[config.mk]
export PLATFORM = sky130hd
export DESIGN_NAME = ng_adr_banked
export DESIGN_NICKNAME = d
export VERILOG_FILES = /design/src/rtl/ng_adr_banked.sv
export SDC_FILE = /design/constraint.sdc
export NUM_CORES = 1
export LEC_CHECK = 0
export BUFFER_PORTS_ARGS = -buffer_cell sky130_fd_sc_hd__buf_2
export CORE_UTILIZATION = 55
export CTS_CLUSTER_SIZE = 28
export DETAILED_ROUTE_END_ITERATION = 8
export HOLD_SLACK_MARGIN = 0.08
export PLACE_DENSITY = 0.9
export SETUP_SLACK_MARGIN = 0.3
export SLEW_MARGIN = 20
export SYNTH_ARGS = -nofsm -noshare
export SYNTH_HDL_FRONTEND = slang
export SYNTH_SLANG_ARGS = --single-unit
[constraint.sdc]
create_clock -name CLK2 -period 5.75 [get_ports CLK2]
set_clock_uncertainty 0.05 [all_clocks]
set_input_delay 1.15 -clock CLK2 [delete_from_list [all_inputs] [get_ports CLK2]]
set_output_delay 1.15 -clock CLK2 [all_outputs]
set_load 0.03 [all_outputs]
[src/rtl/ng_adr_banked.sv]
// ng_adr_banked: address decode and bank register unit.
//
// Holds the S address register and the erasable (EB), fixed (FB) and superbank (SB) bank
// registers. It maps S onto an erasable or fixed physical address and runs one memory access
// per START with a REQ/ACK handshake. A missing ACK ends the access with an ERR pulse after a
// timeout. A received ACK is followed by settle wait-states and then a DONE pulse.
//
// Ports:
//   CLK2       system clock, rising edge
//   GENRST     asynchronous active-high reset
//   WRITE_BUS  write bus data
//   WS_n       load S  <= WRITE_BUS[11:0]
//   WEB_n      load EB <= WRITE_BUS[8+EB_W-1:8]
//   WFB_n      load FB <= WRITE_BUS[14:10]
//   WBB_n      load FB <= WRITE_BUS[14:10], EB <= WRITE_BUS[EB_W-1:0] (beats WEB_n/WFB_n)
//   WSB_n      load SB <= WRITE_BUS[6] (held at 0 when SB_EN = 0)
//   START_n    begin a memory access (sampled only when idle)
//   MEM_ACK    memory acknowledge (sampled only while requesting)
//   BANK_BUS   {0, FB, 7'b0, EB zero-extended to 3 bits}
//   EADDR      erasable physical address, latched at START
//   FADDR      fixed physical address {PB, S[9:0]}, latched at START
//   ERASABLE   latched access targets erasable memory
//   MEM_REQ    memory request
//   BUSY       access in progress
//   DONE       one-cycle pulse, access complete
//   ERR        one-cycle pulse, access timed out
//   SELECT     active-low S decodes: EQU_16, EQU_17, EQU_25, GTR_17, GTR_27, GTR_1777 (octal)
module ng_adr_banked #(
  parameter int unsigned EB_W        = 3,
  parameter int unsigned SB_EN       = 1,
  parameter int unsigned WAIT_STATES = 1,
  parameter int unsigned TIMEOUT     = 15
) (
  input  logic            CLK2,
  input  logic            GENRST,
  input  logic [15:0]     WRITE_BUS,
  input  logic            WS_n,
  input  logic            WEB_n,
  input  logic            WFB_n,
  input  logic            WBB_n,
  input  logic            WSB_n,
  input  logic            START_n,
  input  logic            MEM_ACK,
  output logic [15:0]     BANK_BUS,
  output logic [EB_W+7:0] EADDR,
  output logic [15:0]     FADDR,
  output logic            ERASABLE,
  output logic            MEM_REQ,
  output logic            BUSY,
  output logic            DONE,
  output logic            ERR,
  output logic [5:0]      SELECT
);

  // Last counter values before leaving REQ (timeout) and WAIT (settle done).
  localparam logic [7:0] TimeoutLast = 8'(TIMEOUT - 1);
  localparam logic [7:0] WaitLast    = 8'(WAIT_STATES);

  typedef enum logic [1:0] {
    StIdle,
    StReq,
    StWait
  } state_e;

  // ---------------------------------------------------------------------------------------------
  // Address and bank registers
  // ---------------------------------------------------------------------------------------------
  logic [11:0]     s_q, s_d;
  logic [EB_W-1:0] eb_q, eb_d;
  logic [4:0]      fb_q, fb_d;
  logic            sb_q, sb_d;

  // WRITE_BUS[15] carries nothing for this unit.
  logic unused_write_bus;
  assign unused_write_bus = WRITE_BUS[15];

  always_comb begin
    s_d  = s_q;
    eb_d = eb_q;
    fb_d = fb_q;
    sb_d = sb_q;
    if (!WS_n) begin
      s_d = WRITE_BUS[11:0];
    end
    if (!WBB_n) begin
      // Combined BBANK write wins over the separate EB/FB strobes.
      fb_d = WRITE_BUS[14:10];
      eb_d = WRITE_BUS[EB_W-1:0];
    end else begin
      if (!WEB_n) begin
        eb_d = WRITE_BUS[EB_W+7:8];
      end
      if (!WFB_n) begin
        fb_d = WRITE_BUS[14:10];
      end
    end
    if (!WSB_n) begin
      sb_d = (SB_EN != 0) && WRITE_BUS[6];
    end
  end

  always_ff @(posedge CLK2 or posedge GENRST) begin
    if (GENRST) begin
      s_q  <= '0;
      eb_q <= '0;
      fb_q <= '0;
      sb_q <= 1'b0;
    end else begin
      s_q  <= s_d;
      eb_q <= eb_d;
      fb_q <= fb_d;
      sb_q <= sb_d;
    end
  end

  // ---------------------------------------------------------------------------------------------
  // Combinational mapping of the current registers
  // ---------------------------------------------------------------------------------------------
  logic [2:0]       eb_ext;
  logic [2:0]       ebank;
  logic [5:0]       pb;
  logic             map_erasable;
  logic [EB_W+7:0]  map_eaddr;
  logic [15:0]      map_faddr;

  always_comb begin
    eb_ext             = '0;
    eb_ext[EB_W-1:0]   = eb_q;
  end

  // S[9:8] = 11 selects the switchable erasable bank; 00..10 address banks 0..2 directly.
  assign ebank        = (s_q[9:8] == 2'b11) ? eb_ext : {1'b0, s_q[9:8]};
  assign map_erasable = (s_q[11:10] == 2'b00);
  assign map_eaddr    = map_erasable ? {ebank[EB_W-1:0], s_q[7:0]} : '0;

  always_comb begin
    pb = '0;
    unique case (s_q[11:10])
      2'b00:   pb = '0;
      // Superbank only extends FB banks 30-37 (octal), i.e. FB[4:3] = 11.
      2'b01:   pb = {sb_q & fb_q[4] & fb_q[3], fb_q};
      2'b10:   pb = 6'd2;
      2'b11:   pb = 6'd3;
      default: pb = '0;
    endcase
  end

  assign map_faddr = {pb, s_q[9:0]};

  assign BANK_BUS = {1'b0, fb_q, 7'b0, eb_ext};

  assign SELECT[0] = ~(s_q == 12'o0016);
  assign SELECT[1] = ~(s_q == 12'o0017);
  assign SELECT[2] = ~(s_q == 12'o0025);
  assign SELECT[3] = ~(s_q >  12'o0017);
  assign SELECT[4] = ~(s_q >  12'o0027);
  assign SELECT[5] = ~(s_q >  12'o1777);

  // ---------------------------------------------------------------------------------------------
  // Access sequencer
  // ---------------------------------------------------------------------------------------------
  state_e          state_q, state_d;
  logic [7:0]      cnt_q, cnt_d;
  logic [7:0]      cnt_inc;
  logic            done_q, done_d;
  logic            err_q, err_d;
  logic            erasable_q, erasable_d;
  logic [EB_W+7:0] eaddr_q, eaddr_d;
  logic [15:0]     faddr_q, faddr_d;

  // Saturating so a long stall can never wrap back under the limit.
  assign cnt_inc = (cnt_q == 8'hFF) ? cnt_q : cnt_q + 8'd1;

  always_comb begin
    state_d    = state_q;
    cnt_d      = cnt_q;
    done_d     = 1'b0;
    err_d      = 1'b0;
    erasable_d = erasable_q;
    eaddr_d    = eaddr_q;
    faddr_d    = faddr_q;
    unique case (state_q)
      StIdle: begin
        if (!START_n) begin
          // Registered values only: a same-edge S write belongs to the next access.
          erasable_d = map_erasable;
          eaddr_d    = map_eaddr;
          faddr_d    = map_faddr;
          cnt_d      = '0;
          state_d    = StReq;
        end
      end
      StReq: begin
        if (MEM_ACK) begin
          cnt_d   = '0;
          state_d = StWait;
        end else if (cnt_q >= TimeoutLast) begin
          err_d   = 1'b1;
          state_d = StIdle;
        end else begin
          cnt_d = cnt_inc;
        end
      end
      StWait: begin
        if (cnt_q >= WaitLast) begin
          done_d  = 1'b1;
          state_d = StIdle;
        end else begin
          cnt_d = cnt_inc;
        end
      end
      default: state_d = StIdle;
    endcase
  end

  always_ff @(posedge CLK2 or posedge GENRST) begin
    if (GENRST) begin
      state_q    <= StIdle;
      cnt_q      <= '0;
      done_q     <= 1'b0;
      err_q      <= 1'b0;
      erasable_q <= 1'b0;
      eaddr_q    <= '0;
      faddr_q    <= '0;
    end else begin
      state_q    <= state_d;
      cnt_q      <= cnt_d;
      done_q     <= done_d;
      err_q      <= err_d;
      erasable_q <= erasable_d;
      eaddr_q    <= eaddr_d;
      faddr_q    <= faddr_d;
    end
  end

  assign MEM_REQ  = (state_q == StReq);
  assign BUSY     = (state_q != StIdle);
  assign DONE     = done_q;
  assign ERR      = err_q;
  assign ERASABLE = erasable_q;
  assign EADDR    = eaddr_q;
  assign FADDR    = faddr_q;

endmodule

==> metrics.log <==
INFO  metric result_of_the_run = completed
INFO  metric fmaxAchievable = roughly 330 MHz
INFO  metric timing.max_cap.violations = 0
INFO  metric mean_routed_wirelength_per_cell = 15.3 µm
INFO  metric dp_worst_setup_slack = 3.04 ns
INFO  metric die_w = 72.7 µm
INFO  metric placeableCoreArea = ~4800 µm²
INFO  metric full_die_area = approximately 5300 µm²
INFO  metric buffers_on_ports = 69
INFO  metric clk_pin_slew_worst_paths = 0.07 ns
INFO  metric cts_tree = done
INFO  metric number_of_synthesized_flops_with_an_enable_pin = 0
INFO  metric synth_cell_type_count = between 40 and 50
INFO  metric finalNetCount = 329
INFO  metric residual_antenna_violating_net_count_after_detailed_routing = 0
INFO  metric yosys.area_share.adder = 3.19%
INFO  metric final.hold.worst_slack = 0.430 ns
INFO  metric crit_path_max_fanout = 7
INFO  metric worst-setup-path-type = register to output port
INFO  metric ff2ff_setup_slack = 3.59 ns
INFO  metric multiInputGateArea = 1110 µm²
INFO  metric drt_pre_antenna_iters = 4
INFO  metric synth_area = approximately 2700 µm²
INFO  metric dominantRegCellSynth = dfrtp_1
INFO  metric grt_usage = 23.5%
INFO  metric finalHoldViolCount = 0
INFO  metric drt-total-wl = 5650 µm
INFO  metric post_route_cells_drive_above_1_share = 41.4%
INFO  metric timing.final.ws_setup = 2.67 ns
INFO  metric crit_required = 4.55 ns
INFO  metric num_rows = 25
INFO  metric seqCellArea = approximately 1500 µm²
INFO  metric critical_path_arrival = about 1.9 ns
INFO  metric muxShareOfSynthArea = 14.0%
INFO  metric boundary_pins = 79
INFO  metric route.vias.total = 2029
INFO  metric period_minus_slack = 3.08 ns
INFO  metric total_power = 1.63 mW
INFO  metric synth_seq_area_share = 55.6%
INFO  metric synth_compound_area_share = 11.3%
INFO  metric diodes = 0
INFO  metric initial_utilization = 57.7%
INFO  metric final_core_util = 69.9%
INFO  metric antenna_found_initial = 0
INFO  metric remaining_drc_errors = 0
INFO  metric post_cts_resized = 0
INFO  metric startpoint_type = register
INFO  metric detailroute.wirelength.met2 = 2900 µm
INFO  metric totalNegativeSetupSlack = 0 ns
INFO  metric clk_root_buffer_cell = clkbuf_8
INFO  metric wire_length_of_the_first_global_routing_pass = 9070 µm
INFO  metric vdd_ir_drop_max = 0.297 mV
INFO  metric post-cts-setup-buffer-count = 0
INFO  metric top_layer = met4
INFO  metric synth-simple-area-share = 10.8%
INFO  metric synthArstFlopShare = 100%
INFO  metric place.gp.congestion = 0.900
INFO  metric timing.critical_path.to_type = output port
INFO  metric initialDrtViolationCount = between 150 and 200
INFO  metric via_count_of_the_first_global_routing_pass = 1908
INFO  metric min_path_type = register to register
INFO  metric final_max_slew_viol_count = 0
INFO  metric rsz0062_at_grt = false
INFO  metric ys_warn_count = 0
INFO  metric final_hpwl_dp = 3840 µm
INFO  metric clockBufferDepth = 2
INFO  metric synth-xor-area-share = 0%
INFO  metric slew_headroom = a little under half
INFO  metric die_height = approximately 73 µm
INFO  metric cts.htree.levels = 3
INFO  metric hold_buffers = 0
INFO  metric layout-area-overhead-vs-synth = 21.1%
INFO  metric filler_cell_count = 380
INFO  metric worst_skew_pair.late_latency = 0.34 ns
INFO  metric max_slew.worst_pin.slew = about 0.8 ns
INFO  metric dr_wl_met3 = 301 µm
INFO  metric power_per_cell_area = around 500 nW/µm²
INFO  metric syn_inst = 223
INFO  metric power_leakage = 1.65 nW
INFO  metric final.period_utilization = 53.5%
INFO  metric setup_viol_count_final = 0
INFO  metric wl_met1 = 2330 µm
INFO  metric cts.sink_count = about 60
INFO  metric vias_per_cell = 5.50
INFO  metric synth_top_family_by_area = multiplexers
INFO  metric yosys_register_bits = 61
INFO  metric grt_start_max_net_pins = 62
INFO  metric grt_overflow = 0
INFO  metric synthesis.area_per_instance = around 12 µm²
INFO  metric number_of_clock_buffers_inserted_by_tritoncts = 9
[synthesized netlist by cell type, types with 2 or more instances]
master | number | area (µm²)
a21bo_2 | 2 | 20.0
a21oi_1 | 9 | 45.0
a22o_1 | 10 | 87.6
a22oi_1 | 2 | 15.0
a41oi_1 | 3 | 26.3
and2_1 | 3 | 18.8
and3_2 | 2 | 15.0
buf_2 | 2 | 10.0
buf_4 | 9 | 67.6
clkbuf_1 | 2 | 7.51
dfrtp_1 | 61 | 1530
ha_1 | 7 | 87.6
inv_1 | 10 | 37.5
mux2_2 | 27 | 304
mux2_4 | 2 | 30.0
mux2i_1 | 5 | 50.1
nand2_1 | 12 | 45.0
nand2b_1 | 3 | 18.8
nand3_1 | 4 | 20.0
nand4_1 | 3 | 18.8
nor2_1 | 7 | 26.3
nor3_1 | 2 | 10.0
nor3b_1 | 2 | 15.0
o21ai_0 | 10 | 50.1
or3_1 | 2 | 12.5
[registers in the layout, indices dropped and copies added (netlist names), 2 cells and up]
register,flops
cnt_q,8
EADDR,11
s_q,12
eb_ext,3
state_q,2
FADDR,16
fb_q,5
[critical path, cell delays in order, from the launching register on]
cell,delay (ns)
dfrtp_1,0.46
nor2_1,0.29
nand3_1,0.23
or3_1,0.38
buf_2,0.18
[where the power goes]
group          leakage [nW]  total, mW  switching, mW  internal (mW)
clock network         0.102      0.396          0.172          0.224
logic                 0.784      0.632          0.406          0.226
registers             0.767      0.604         0.0691          0.535
total                  1.65       1.63          0.648          0.984
[final timing paths]
check                                        end  cells past startpoint                   from
min                        FADDR[10]$_DFFE_PP0P_                      2  FADDR[10]$_DFFE_PP0P_
min in group asynchronous   FADDR[5]$_DFFE_PP0P_                      3                 GENRST
max in group asynchronous  FADDR[13]$_DFFE_PP0P_                      3                 GENRST
min reg2reg                FADDR[10]$_DFFE_PP0P_                      2  FADDR[10]$_DFFE_PP0P_
max                                    SELECT[0]                      4    s_q[11]$_DFFE_PP0N_
max reg2reg                 cnt_q[0]$_DFFE_PP0P_                      6   cnt_q[1]$_DFFE_PP0P_
[final cells by class]
cell class,count,area share (%)
Clock inverter,5,1.77
Timing Repair Buffer,71,10.8
Clock buffer,11,4.55
Sequential cell,61,45.9
Tap cell,67,2.52
Inverter,10,1.13
Multi-Input combinational cell,144,33.3
[layout by cell type, fill, tap and decap left out, types with 5 or more instances in the layout]
cell / Yosys / final
a21oi_1: 9 / 9
a22o_1: 10 / 10
buf_2: 2 / 69
clkbuf_8: 0 / 11
conb_1: 1 / 8
dfrtp_1: 61 / 61
ha_1: 7 / 7
inv_1: 10 / 9
mux2_2: 27 / 27
mux2i_1: 5 / 5
nand2_1: 12 / 12
nor2_1: 7 / 7
o21ai_0: 10 / 10
[cells by family (layout without fill, tap and decap cells)]
family                     Yosys count  after routing
DFF                                 61             61
and+or+nand+nor                     51             51
AOI/OAI and AO/OA                   44             44
muxes                               34             34
buffers and inverters               25             97
adders and majority gates            7              7
other                                1              8
[metrics by stage]
stage	cells	cell area, µm²
after floorplan	230	2770
after global placement	353	3120
after detailed placement	353	3120
after CTS	369	3330
after global routing	369	3330
final	369	3330
[metal layers]
metal	track usage (%)	vias to the layer above
met1	29.8	1009
met5	0	-
met3	5.52	11
met2	37.3	71
met4	13.3	0
li1	-	938
Power figures use the tool's default switching activity.
